<file path="config.mk">
export PLATFORM = sky130hd
export DESIGN_NAME = branch_pc_unit
export DESIGN_NICKNAME = d
export VERILOG_FILES = /design/src/rtl/mips_defs_pkg.sv /design/src/rtl/branch_pc_unit_target_gen.sv /design/src/rtl/branch_pc_unit.sv
export SDC_FILE = /design/constraint.sdc
export NUM_CORES = 1
export LEC_CHECK = 0
export CORE_MARGIN = 2
export CORE_UTILIZATION = 50
export DETAILED_ROUTE_END_ITERATION = 16
export PLACE_DENSITY = 0.86
export SETUP_SLACK_MARGIN = 0.02
export SLEW_MARGIN = 15
export SYNTH_ARGS = -nofsm -noshare
export SYNTH_HDL_FRONTEND = slang
export SYNTH_SLANG_ARGS = --single-unit
</file>
<file path="constraint.sdc">
create_clock -name clk -period 3.7 [get_ports clk]
set_clock_uncertainty 0.2 [all_clocks]
set_input_delay 0.74 -clock clk [delete_from_list [all_inputs] [get_ports clk]]
set_output_delay 0.74 -clock clk [all_outputs]
set_load 0.02 [all_outputs]
</file>
<file path="src/rtl/mips_defs_pkg.sv">
// Shared MIPS definitions: branch/jump type encodings and reset defaults
// used by the ID-stage branch resolution and PC logic.
package mips_defs;

    localparam int INSTR_W = 32;

    localparam logic [INSTR_W-1:0] DEFAULT_RESET_PC = 32'h0000_3000;

    localparam logic [3:0] BR_BEQ  = 4'd0;
    localparam logic [3:0] BR_BNE  = 4'd1;
    localparam logic [3:0] BR_BLEZ = 4'd2;
    localparam logic [3:0] BR_BGTZ = 4'd3;
    localparam logic [3:0] BR_BLTZ = 4'd4;
    localparam logic [3:0] BR_BGEZ = 4'd5;
    localparam logic [3:0] BR_J    = 4'd6;
    localparam logic [3:0] BR_JAL  = 4'd7;
    localparam logic [3:0] BR_JR   = 4'd8;
    localparam logic [3:0] BR_JALR = 4'd9;

endpackage

</file>
<file path="src/rtl/branch_pc_unit_target_gen.sv">
// Combinational branch condition decode and target address selection.
// Register jumps report a misaligned rs value but still produce the
// word-aligned target so fetch never issues an unaligned address.
module branch_target_gen
    import mips_defs::*;
(
    input  logic [3:0]         br_type,
    input  logic               greater,
    input  logic               equal,
    input  logic               less,
    input  logic [INSTR_W-1:0] id_pc,
    input  logic [15:0]        imm16,
    input  logic [25:0]        instr_index,
    input  logic [INSTR_W-1:0] rs_data,
    output logic               cond,
    output logic [INSTR_W-1:0] target,
    output logic               misalign
);

    logic [INSTR_W-1:0] id_pc_plus4;
    logic [INSTR_W-1:0] br_offset;

    assign id_pc_plus4 = id_pc + 32'd4;
    assign br_offset   = {{14{imm16[15]}}, imm16, 2'b00};

    // Decode the branch condition; equal wins when the flags are not one-hot
    always_comb begin
        cond     = 1'b0;
        target   = id_pc_plus4 + br_offset;
        misalign = 1'b0;
        case (br_type)
            BR_BEQ:  cond = equal;
            BR_BNE:  cond = ~equal;
            BR_BLEZ: cond = equal ? 1'b1 : less;
            BR_BGTZ: cond = equal ? 1'b0 : greater;
            BR_BLTZ: cond = equal ? 1'b0 : less;
            BR_BGEZ: cond = equal ? 1'b1 : greater;
            BR_J, BR_JAL: begin
                cond   = 1'b1;
                target = {id_pc_plus4[31:28], instr_index, 2'b00};
            end
            BR_JR, BR_JALR: begin
                cond     = 1'b1;
                target   = {rs_data[31:2], 2'b00};
                misalign = (rs_data[1:0] != 2'b00);
            end
            default: cond = 1'b0;
        endcase
    end

endmodule

</file>
<file path="src/rtl/branch_pc_unit.sv">
// ID-stage branch resolution and PC register owner. A taken branch is
// resolved while its delay slot is being fetched; the redirect is applied
// on the next accepted fetch, parked in target_q if imem is not ready.
module branch_pc_unit
    import mips_defs::*;
#(
    parameter logic [31:0] RESET_PC = DEFAULT_RESET_PC,
    parameter int          CNT_W    = 16
) (
    input  logic              clk,
    input  logic              rst_n,
    input  logic              stall,
    input  logic              br_valid,
    input  logic [3:0]        br_type,
    input  logic              greater,
    input  logic              equal,
    input  logic              less,
    input  logic [31:0]       id_pc,
    input  logic [15:0]       imm16,
    input  logic [25:0]       instr_index,
    input  logic [31:0]       rs_data,
    input  logic              imem_ready,
    output logic              imem_req,
    output logic [31:0]       pc,
    output logic              taken,
    output logic [31:0]       link_addr,
    output logic              addr_err,
    output logic              bds_err,
    output logic [CNT_W-1:0]  br_cnt,
    output logic [CNT_W-1:0]  taken_cnt
);

    localparam logic [0:0] SEQ  = 1'b0;
    localparam logic [0:0] PEND = 1'b1;

    logic [0:0]  state;
    logic [31:0] target_q;
    logic        running;
    logic        cond;
    logic        misalign;
    logic [31:0] target;
    logic        accept;
    logic        br_live;
    logic        is_reg_jump;

    branch_target_gen u_target_gen (
        .br_type     (br_type),
        .greater     (greater),
        .equal       (equal),
        .less        (less),
        .id_pc       (id_pc),
        .imm16       (imm16),
        .instr_index (instr_index),
        .rs_data     (rs_data),
        .cond        (cond),
        .target      (target),
        .misalign    (misalign)
    );

    assign imem_req    = running & ~stall;
    assign accept      = imem_req & imem_ready;
    assign br_live     = br_valid & ~stall;
    assign taken       = br_live & (state == SEQ) & cond;
    assign link_addr   = id_pc + 32'd8;
    assign is_reg_jump = (br_type == BR_JR) || (br_type == BR_JALR);

    // Fetch is held off until the first clock after reset release
    always_ff @(posedge clk or negedge rst_n) begin
        if (!rst_n) running <= 1'b0;
        else        running <= 1'b1;
    end

    // PC register and redirect FSM
    always_ff @(posedge clk or negedge rst_n) begin
        if (!rst_n) begin
            pc       <= RESET_PC;
            state    <= SEQ;
            target_q <= 32'd0;
        end else if (state == SEQ) begin
            if (taken && accept) begin
                pc <= target;
            end else if (taken) begin
                target_q <= target;
                state    <= PEND;
            end else if (accept) begin
                pc <= pc + 32'd4;
            end
        end else if (accept) begin
            pc    <= target_q;
            state <= SEQ;
        end
    end

    // Misaligned register-jump pulse and sticky delay-slot violation flag
    always_ff @(posedge clk or negedge rst_n) begin
        if (!rst_n) begin
            addr_err <= 1'b0;
            bds_err  <= 1'b0;
        end else begin
            addr_err <= taken & is_reg_jump & misalign;
            if (br_live && state == PEND) bds_err <= 1'b1;
        end
    end

    // Performance counters for accepted and taken branches
    always_ff @(posedge clk or negedge rst_n) begin
        if (!rst_n) begin
            br_cnt    <= '0;
            taken_cnt <= '0;
        end else if (br_live && state == SEQ) begin
            br_cnt <= br_cnt + CNT_W'(1);
            if (cond) taken_cnt <= taken_cnt + CNT_W'(1);
        end
    end

endmodule

</file>
* Yosys cells after proc, flatten, opt, wreduce, memory -nomap -nowiden
Cells that the tools add are included.
** Word-level totals
- Input bits :: 118
- Output and inout bits :: 100
- Flip-flop bits (word level) :: 100
** Operators by class
- Multiplexer cells :: 16
- Equal/unequal tests :: 11
- Reductions and logical operators :: 13
- Add/subtract/negate cells :: 6
- Bitwise operators :: 11
** Operator list (count)
- $mux W32 :: 5
- $add A32 B3 Y32 const B :: 2
- $pmux W32 S2 :: 1
- $add A16 B1 Y16 const B :: 2
- $add A32 B32 Y32 :: 1
- $add A32 B4 Y32 const B :: 1
- $eq A4 B3 Y1 const B :: 4
- $mux W1 :: 9
- $eq A4 B2 Y1 const B :: 2
- $eq A4 B4 Y1 const B :: 2
- $and A1 B1 Y1 :: 7
- $pmux W1 S7 :: 1
- $reduce_and A3 Y1 :: 2
- $eq A4 B1 Y1 const B :: 1
- $logic_not A4 Y1 :: 1
- $not A1 Y1 :: 4
- $reduce_bool A2 Y1 :: 2
- $reduce_or A2 Y1 :: 2
- $reduce_or A4 Y1 :: 1
- $logic_and A1 B1 Y1 :: 3
- $ne A3 B1 Y1 const B :: 1
- $ne A2 B1 Y1 const B :: 1
- $reduce_and A2 Y1 :: 1
- $logic_or A1 B1 Y1 :: 1

* Longest topological paths before layout
- Depth after elaboration :: 7
- Depth in mapped cells :: 18
- Gate-level depth less buffers :: 18

* Modules after synthesis
From an unflattened synthesis, not the netlist that was laid out.
** Second synthesis, totals
- Cell total of the unflattened synthesis :: 944
- Area total of the unflattened synthesis :: 8172.8 sq um
** By module, submodules not included
- branch_pc_unit :: cells each 543, instances 1, area each 5519.0 sq um, sequential area each 2504.9 sq um
- branch_target_gen :: cells each 401, instances 1, area each 2653.8 sq um, sequential area each 0.0 sq um

* Worst setup path before layout
No wires, ideal clock.
- Path type :: input to register
- Start point :: in id_pc[3]
- End point :: reg pc[30]
- Cell stages on the path :: 18
- Path buffers :: 1
- Data required time :: 3376 ps
- Slack :: -638 ps
- Arrival :: 4014 ps
- Cell sequence :: ha_1 -> nand3_1 -> nor3_1 -> nand2_1 -> nor3_2 -> and3_1 -> nand2_1 -> xnor2_1 -> ha_1 -> buf_2 -> a21oi_1 -> o21ai_1 -> or3_1 -> o21ai_1 -> o21ai_0 -> mux2_2 -> o21ai_1 -> a21oi_1
** Between the ends
- Word-level cells in the longest chain between the ends :: 5
** RTL lines
- start, declared :: line branch_pc_unit.sv:18 : input logic [31:0] id_pc,
- $add A32 B3 Y32 (*) :: line branch_pc_unit_target_gen.sv:23 : assign id_pc_plus4 = id_pc + 32'd4;
- $add A32 B32 Y32 :: line branch_pc_unit_target_gen.sv:29 : target = id_pc_plus4 + br_offset;
- $pmux W32 S2 (*) :: line branch_pc_unit_target_gen.sv:31 : case (br_type)
- $mux W32 (*) :: line branch_pc_unit.sv:80 : if (taken && accept) begin
- $mux W32 (*) :: line branch_pc_unit.sv:79 : end else if (state == SEQ) begin
- end signal, assigned :: line branch_pc_unit.sv:81 : pc <= target;
- end signal, assigned :: line branch_pc_unit.sv:86 : pc <= pc + 32'd4;
- end signal, assigned :: line branch_pc_unit.sv:89 : pc <= target_q;
- end, declared :: line branch_pc_unit.sv:24 : output logic [31:0] pc,
Every way passes the cells marked *; elsewhere a longest branch is shown, timed or not.
A chain may end at the register's enable or synchronous reset.

* Final worst setup path
- Start point :: in id_pc[3]
- End point :: reg pc[31]
Same word-level chain as after synthesis.

==> impl_metrics.json <==
{
  "utilization_pct": 79.7,
  "rsz0062_at_grt": "true",
  "p_leak_uw": 0.00572,
  "avgSynthCellArea_um2": 8.17,
  "fp.coreArea_um2": 16400,
  "worst-setup-path-type": "input pin to flop",
  "internal-power_uw": 3310,
  "wire_per_inst_um": 19.3,
  "outcome": "finished with violations",
  "path_max_fanout": 4,
  "fp.dieW_um": 133,
  "switching_power_uw": 2020,
  "dieArea_um2": 17700,
  "setup_violations": 28,
  "fmax_ghz": 0.239,
  "hold_buffers": 0,
  "hold_viol": 0,
  "power_density_nw_per_um2": 407,
  "firstDrtPassIters": 6,
  "diodes": 0,
  "dr_wl_met2_um": 15500,
  "core.rowCount": 47,
  "synth_top_area_share_pct": 29.5,
  "worst_pin_slew_ns": 0.956,
  "final_max_slew_viol_count": 0,
  "cp_top_family": "simple AND/OR/NAND/NOR gates",
  "htreeDepth": 3,
  "relSlewSlack_pct": 35.7,
  "drt-vias-per-instance": 6.06,
  "fin_crit_ns": 4.19,
  "slowest_stage": "or4b_4",
  "yosysWarnings": 0,
  "place_congestion": 1.00,
  "io_pins": 218,
  "clock_sinks": 100,
  "drc": 0,
  "grt_start_max_net_pins": 60,
  "ys_types": 85,
  "met3_length_um": 2990,
  "critPathLaunchType": "input pin",
  "arrival_ns": 4.20,
  "power_frac_comb_pct": 45.2,
  "crit_path_end_kind": "flop",
  "drt_iter0_drc": 702,
  "ys_seq_elements": 100,
  "clockBufferDepth": 2,
  "fin_nets": 1566,
  "cts_tree": "built",
  "synth_top_area_cell": "dfrtp_1",
  "critPathLaunch": "id_pc[3]",
  "clock_latency_ns": 0.35,
  "syn2layout_area_growth_pct": 57.5,
  "highest_layer": "met4",
  "io_buffers": 217,
  "async_flop_share_pct": 100,
  "initial_utilization_pct": 50.6,
  "drive_gt1_share_pct": 26.0,
  "hold_path.class": "input pin to asynchronous set/reset pin",
  "mostFrequentLayoutCell": "buf_4",
  "grt_pass1_vias": 9405,
  "cp_cell_sequence": "buf_8, ha_4, nand3_2, nor3_4, nand2_2, nor3_4, and3_4, and4_4, nand2_2, xnor2_1, ha_2, a21oi_2, o21ai_2, nor2_2, or4b_4, o21a_1, xnor2_2, mux2i_1, a21oi_1",
  "pwr-share-seq_pct": 34.2,
  "clock-root-buffer": "clkbuf_16",
  "antenna_found_initial": 0,
  "clk_pin_slew_worst_paths_ns": 0.06,
  "syn_nets": 1174,
  "layout_common_cells": "211 x buf_4, 184 x clkdlybuf4s50_1, 105 x nand2_1, 98 x dfrtp_1, 88 x nor2_1",
  "ant_nets": 0,
  "finalPower_uw": 5330,
  "synthesis.area_um2": 8310,
  "pre_cts_slack_ns": -1.32,
  "wl_um": 31600,
  "met1_length_um": 11600,
  "violations": "negative setup slack",
  "hpwlAfterDp_um": 21700,
  "synth-edff-count": 0,
  "numCtsBuffers": 9,
  "gr-usage-all-layers_pct": 32.4,
  "die_h_um": 133,
  "critPathBufInv": 1,
  "maxCapViolCount": 0,
  "max_stage_delay_ns": 0.47,
  "rr_startpoint": "pc[12]$_DFFE_PN1P_",
  "netlist_top_cells_area": "dfrtp_1 30%, xnor2_1 6.9%, xor2_1 6.9%, ha_1 5.9%, nand2_1 5.0%",
  "vdd_drop_max_uv": 276,
  "synth_ff_type": "dfrtp_1",
  "grt_pass1_wl_um": 46300,
  "grt.overflow.total": 0,
  "vias": 9891,
  "fin_crit_sh_pct": 113,
  "clockPowerShare_pct": 20.6,
  "synth-seq-area-share_pct": 30.2,
  "syn_inst": 1016,
  "critPathRequiredTime_ns": 3.72,
  "worst_slack_ns": -0.487,
  "switching_share_pct": 37.8
}
-- layout make-up --
| cell class | instances | area, µm² |
|---|---|---|
| Multi-Input combinational cell | 844 | 6000 |
| Timing Repair Buffer | 438 | 3890 |
| Fill cell | 975 | 3320 |
| Sequential cell | 100 | 2500 |
| Tap cell | 220 | 275 |
| Clock buffer | 12 | 256 |
| Clock inverter | 4 | 95.1 |
| Inverter | 15 | 56.3 |
-- kinds of logic (layout without fill, tap and decap cells) --
kind of cell	count (synthesis)	in the layout	synth area share [%]
fa+ha+maj	40	40	6.12
buf+inv	72	469	3.69
compound gates	278	278	22.1
flops	100	100	30.2
xor+xnor	130	130	13.7
other cells	1	1	0.0452
simple gates	390	390	23.5
mux	5	5	0.648
-- sequential cells by signal (all words and copies together) (netlist names) --
signal	cells
addr_err	1
target_q	32
pc	32
taken_cnt	16
running	1
bds_err	1
br_cnt	16
state	1
-- routing by layer --
layer | vias up | global-route usage [%]
li1 | 4451 | -
met3 | 143 | 5.29
met4 | 0 | 13.6
met5 | - | 0
met2 | 643 | 58.1
met1 | 4654 | 38.3
-- worst register-to-register path, delay by kind of cell (launching register included) --
kind / cells / cell delay, ns
DFF: 1 / 0.58
and+or+nand+nor: 5 / 1.73
xor gates and xnor gates: 1 / 0.18
AOI/OAI and AO/OA: 2 / 0.32
-- cell usage after synthesis (all sizes together), types with 3 or more instances --
cell / n
buf: 23
nor3b: 4
o211ai: 9
mux2: 3
nand3b: 8
or4: 3
a221o: 4
inv: 15
nor2: 98
a22oi: 11
or2: 3
xor2: 65
o21a: 12
or3: 5
and3: 19
a211o: 4
nand2: 110
o21bai: 3
nor4: 4
dfrtp: 98
o31ai: 7
ha: 39
nor2b: 7
a31oi: 6
and4: 8
nand4: 33
a21oi: 70
nand3: 47
nor3: 25
xnor2: 65
a211oi: 17
a21o: 8
o21ai: 80
clkbuf: 34
and2: 5
a22o: 17
nand2b: 9
a221oi: 5
-- per-stage QoR --
| step | hold WS (ns) | instances | setup TNS (ns) | cell area (µm²) |
|---|---|---|---|---|
| floorplan | 0.237 | 1016 | -1.97 | 8410 |
| global placement | 0.251 | 1590 | -36.09 | 12100 |
| detailed placement | 0.256 | 1590 | -42.17 | 12100 |
| CTS | 0.271 | 1623 | -2.33 | 12800 |
| global route | 0.279 | 1633 | -10.52 | 13100 |
| finish | 0.258 | 1633 | -6.46 | 13100 |
-- what timing repair did --
item	4_1_cts	5_1_grt
pin swaps	59	48
buffers inserted	20	10
gates resized for setup	122	54
setup endpoints to repair	64	36
-- path summary, 6_finish.rpt --
| path | slack (ns) | end | cells after the start |
|---|---|---|---|
| max | -0.49 | pc[31]$_DFFE_PN0P_ | 19 |
| min | 0.26 | br_cnt[3]$_DFFE_PN0P_ | 1 |
| max reg2reg | 0.60 | pc[31]$_DFFE_PN0P_ | 8 |
| min reg2reg | 0.27 | taken_cnt[15]$_DFFE_PN0P_ | 1 |
| max in group asynchronous | 2.28 | pc[13]$_DFFE_PN1P_ | 2 |
| min in group clk | 0.27 | taken_cnt[15]$_DFFE_PN0P_ | 1 |
-- power groups by stage --
stage	clock (µW)	combinational [µW]	sequential (µW)
global route	1150	2580	1860
floorplan	0	1010	1940
detailed placement	0	2240	1810
global placement	0	2170	1790
finish	1100	2410	1820
CTS	1110	2310	1800
Power figures use the tool's default switching activity.
==> patch (same flow settings) <==
Put one more register stage on the output `br_cnt`, without a reset. The value now appears one clock later. The other outputs are not delayed to match.
--- a/src/rtl/branch_pc_unit.sv
+++ b/src/rtl/branch_pc_unit.sv
@@ -32,6 +32,8 @@
 
     localparam logic [0:0] SEQ  = 1'b0;
     localparam logic [0:0] PEND = 1'b1;
+
+    logic [CNT_W-1:0] br_cnt_s0;
 
     logic [0:0]  state;
     logic [31:0] target_q;
@@ -105,13 +107,17 @@
     // Performance counters for accepted and taken branches
     always_ff @(posedge clk or negedge rst_n) begin
         if (!rst_n) begin
-            br_cnt    <= '0;
+            br_cnt_s0 <= '0;
             taken_cnt <= '0;
         end else if (br_live && state == SEQ) begin
-            br_cnt <= br_cnt + CNT_W'(1);
+            br_cnt_s0 <= br_cnt_s0 + CNT_W'(1);
             if (cond) taken_cnt <= taken_cnt + CNT_W'(1);
         end
     end
 
+    always_ff @(posedge clk) begin
+        br_cnt <= br_cnt_s0;
+    end
+
 endmodule
 
Function: changed (a bounded check fails within 4 cycles, from zero or initial values and one cycle with rst_n low).
==> patch against the original RTL <==
The run still ends with setup timing left. Synthesized area is 2.3% higher. Count of clock-buffer cells in the layout up 11. Sequential cell count up 16. Wire length grew 6.7%. Design area grew 4.5%. Power increased by 16%. Worst setup slack better by 0.34 ns. Critical endpoint is now pc[27]$_DFFE_PN0P_.
==> patch: results (changes against the original RTL) <==
stage;metric;value;unit;change
logic_synthesis;synth unique cells;76;;was 85
timing;final setup vio count;21;;was 28
run_status;failing checks;setup timing;;unchanged
global_routing;initial antenna violation count;1;;was 0
cts;Clock Latency Late Sink;0.41;ns;was 0.35 ns
drt;Met3 Wirelength;3189;µm;was 2993 µm
placement;HPWL after detailed placement;21610;µm;was 21,720 µm
critical_path;crit path DAT;3.92;ns;was 4.20 ns
critical_path;CP max FO;5;;was 4
pwr;clk pwr;0.00159;W;was 0.00110 W
drt;met2 routed WL;16310;µm;was 15,470 µm
critical_path;Critical R2R Launch;pc[2]$_DFFE_PN0P_;;was pc[12]$_DFFE_PN1P_
critical_path;FF-to-FF setup slack;0.75;ns;was 0.60 ns
placement;worst slack, placed;-0.9276;ns;was -1.321 ns
drt;wl on met1;11860;µm;was 11,600 µm
drt;Starting DRT DRC Count;953;;was 702
logic_synthesis;syn_nets;1194;;was 1,174
timing;final setup margin;-0.1479;ns;was -0.4872 ns
global_routing;GR Util met1;37.96;%;was 38.31%
logic_synthesis;FFs w/ async S/R, synth;86.21;%;was 100.0%
pwr;sequential power;0.00203;W;was 0.00182 W
logic_synthesis;Post-synth top cells;nand2_1 (140), dfrtp_1 (98), nor2_1 (93);;was nand2_1 (110), dfrtp_1 (98), nor2_1 (95)
logic_synthesis;mux contribution to synthesized area;1.487;%;was 0.6478%
global_routing;gr usage total;33.12;%;was 32.37%
cts;TritonCTS Buffers;17;;was 9
critical_path;Worst setup endpoint;pc[27]$_DFFE_PN0P_;;was pc[31]$_DFFE_PN0P_
drt;drt first pass iters;7;;was 6
global_routing;grt met3 use;7.294;%;was 5.287%
cells_and_area;fraction of layout cells with a size suffix above 1;28.25;%;was 26.04%
global_routing;M2 GR Usage;58.84;%;was 58.09%
timing;Rel. slew slack;52.80;%;was 35.67%
drt;vias;10260;;was 9,891
drt;highest routed metal layer;met5;;was met4
critical_path;critical path's largest stage delay;0.32;ns;was 0.47 ns
cts;# H-tree levels;4;;was 3
logic_synthesis;Seq/Total Area, Yosys;33.24;%;was 30.16%
cells_and_area;nets;1593;;was 1,566
global_routing;largest net degree at the start of global routing;53;;was 60
run_status;status;complete, but fails checks;;unchanged
## patch: per-stage QoR
step | cell area (µm²) | hold slack, ns | TNS [ns] | total power [W] | instances
floorplan | 8579 | 0.1664 | -2.422 | 0.003173 | 1036
global placement | 12200 | 0.1790 | -30.33 | 0.004224 | 1602
detailed placement | 12200 | 0.1950 | -35.41 | 0.004322 | 1602
CTS | 13210 | 0.1738 | 0 | 0.005982 | 1653
global route | 13670 | 0.1995 | -3.867 | 0.006437 | 1668
finish | 13670 | 0.1555 | -1.599 | 0.006166 | 1668
## patch: area by class of cell
type	instances	area, µm²
clock inverters	9	105.1
multi-input cells	841	6067
repair buffers	440	3860
fillers	920	2912
flip-flops and latches	116	2825
clock buffers	23	467.9
inverters	19	71.32
well taps	220	275.3
## patch: timing repair
item | 4_1_cts | 5_1_grt
pin swaps | 77 | 63
setup endpoints to repair | 60 | 39
buffers inserted | 20 | 15
gates resized for setup | 149 | 96
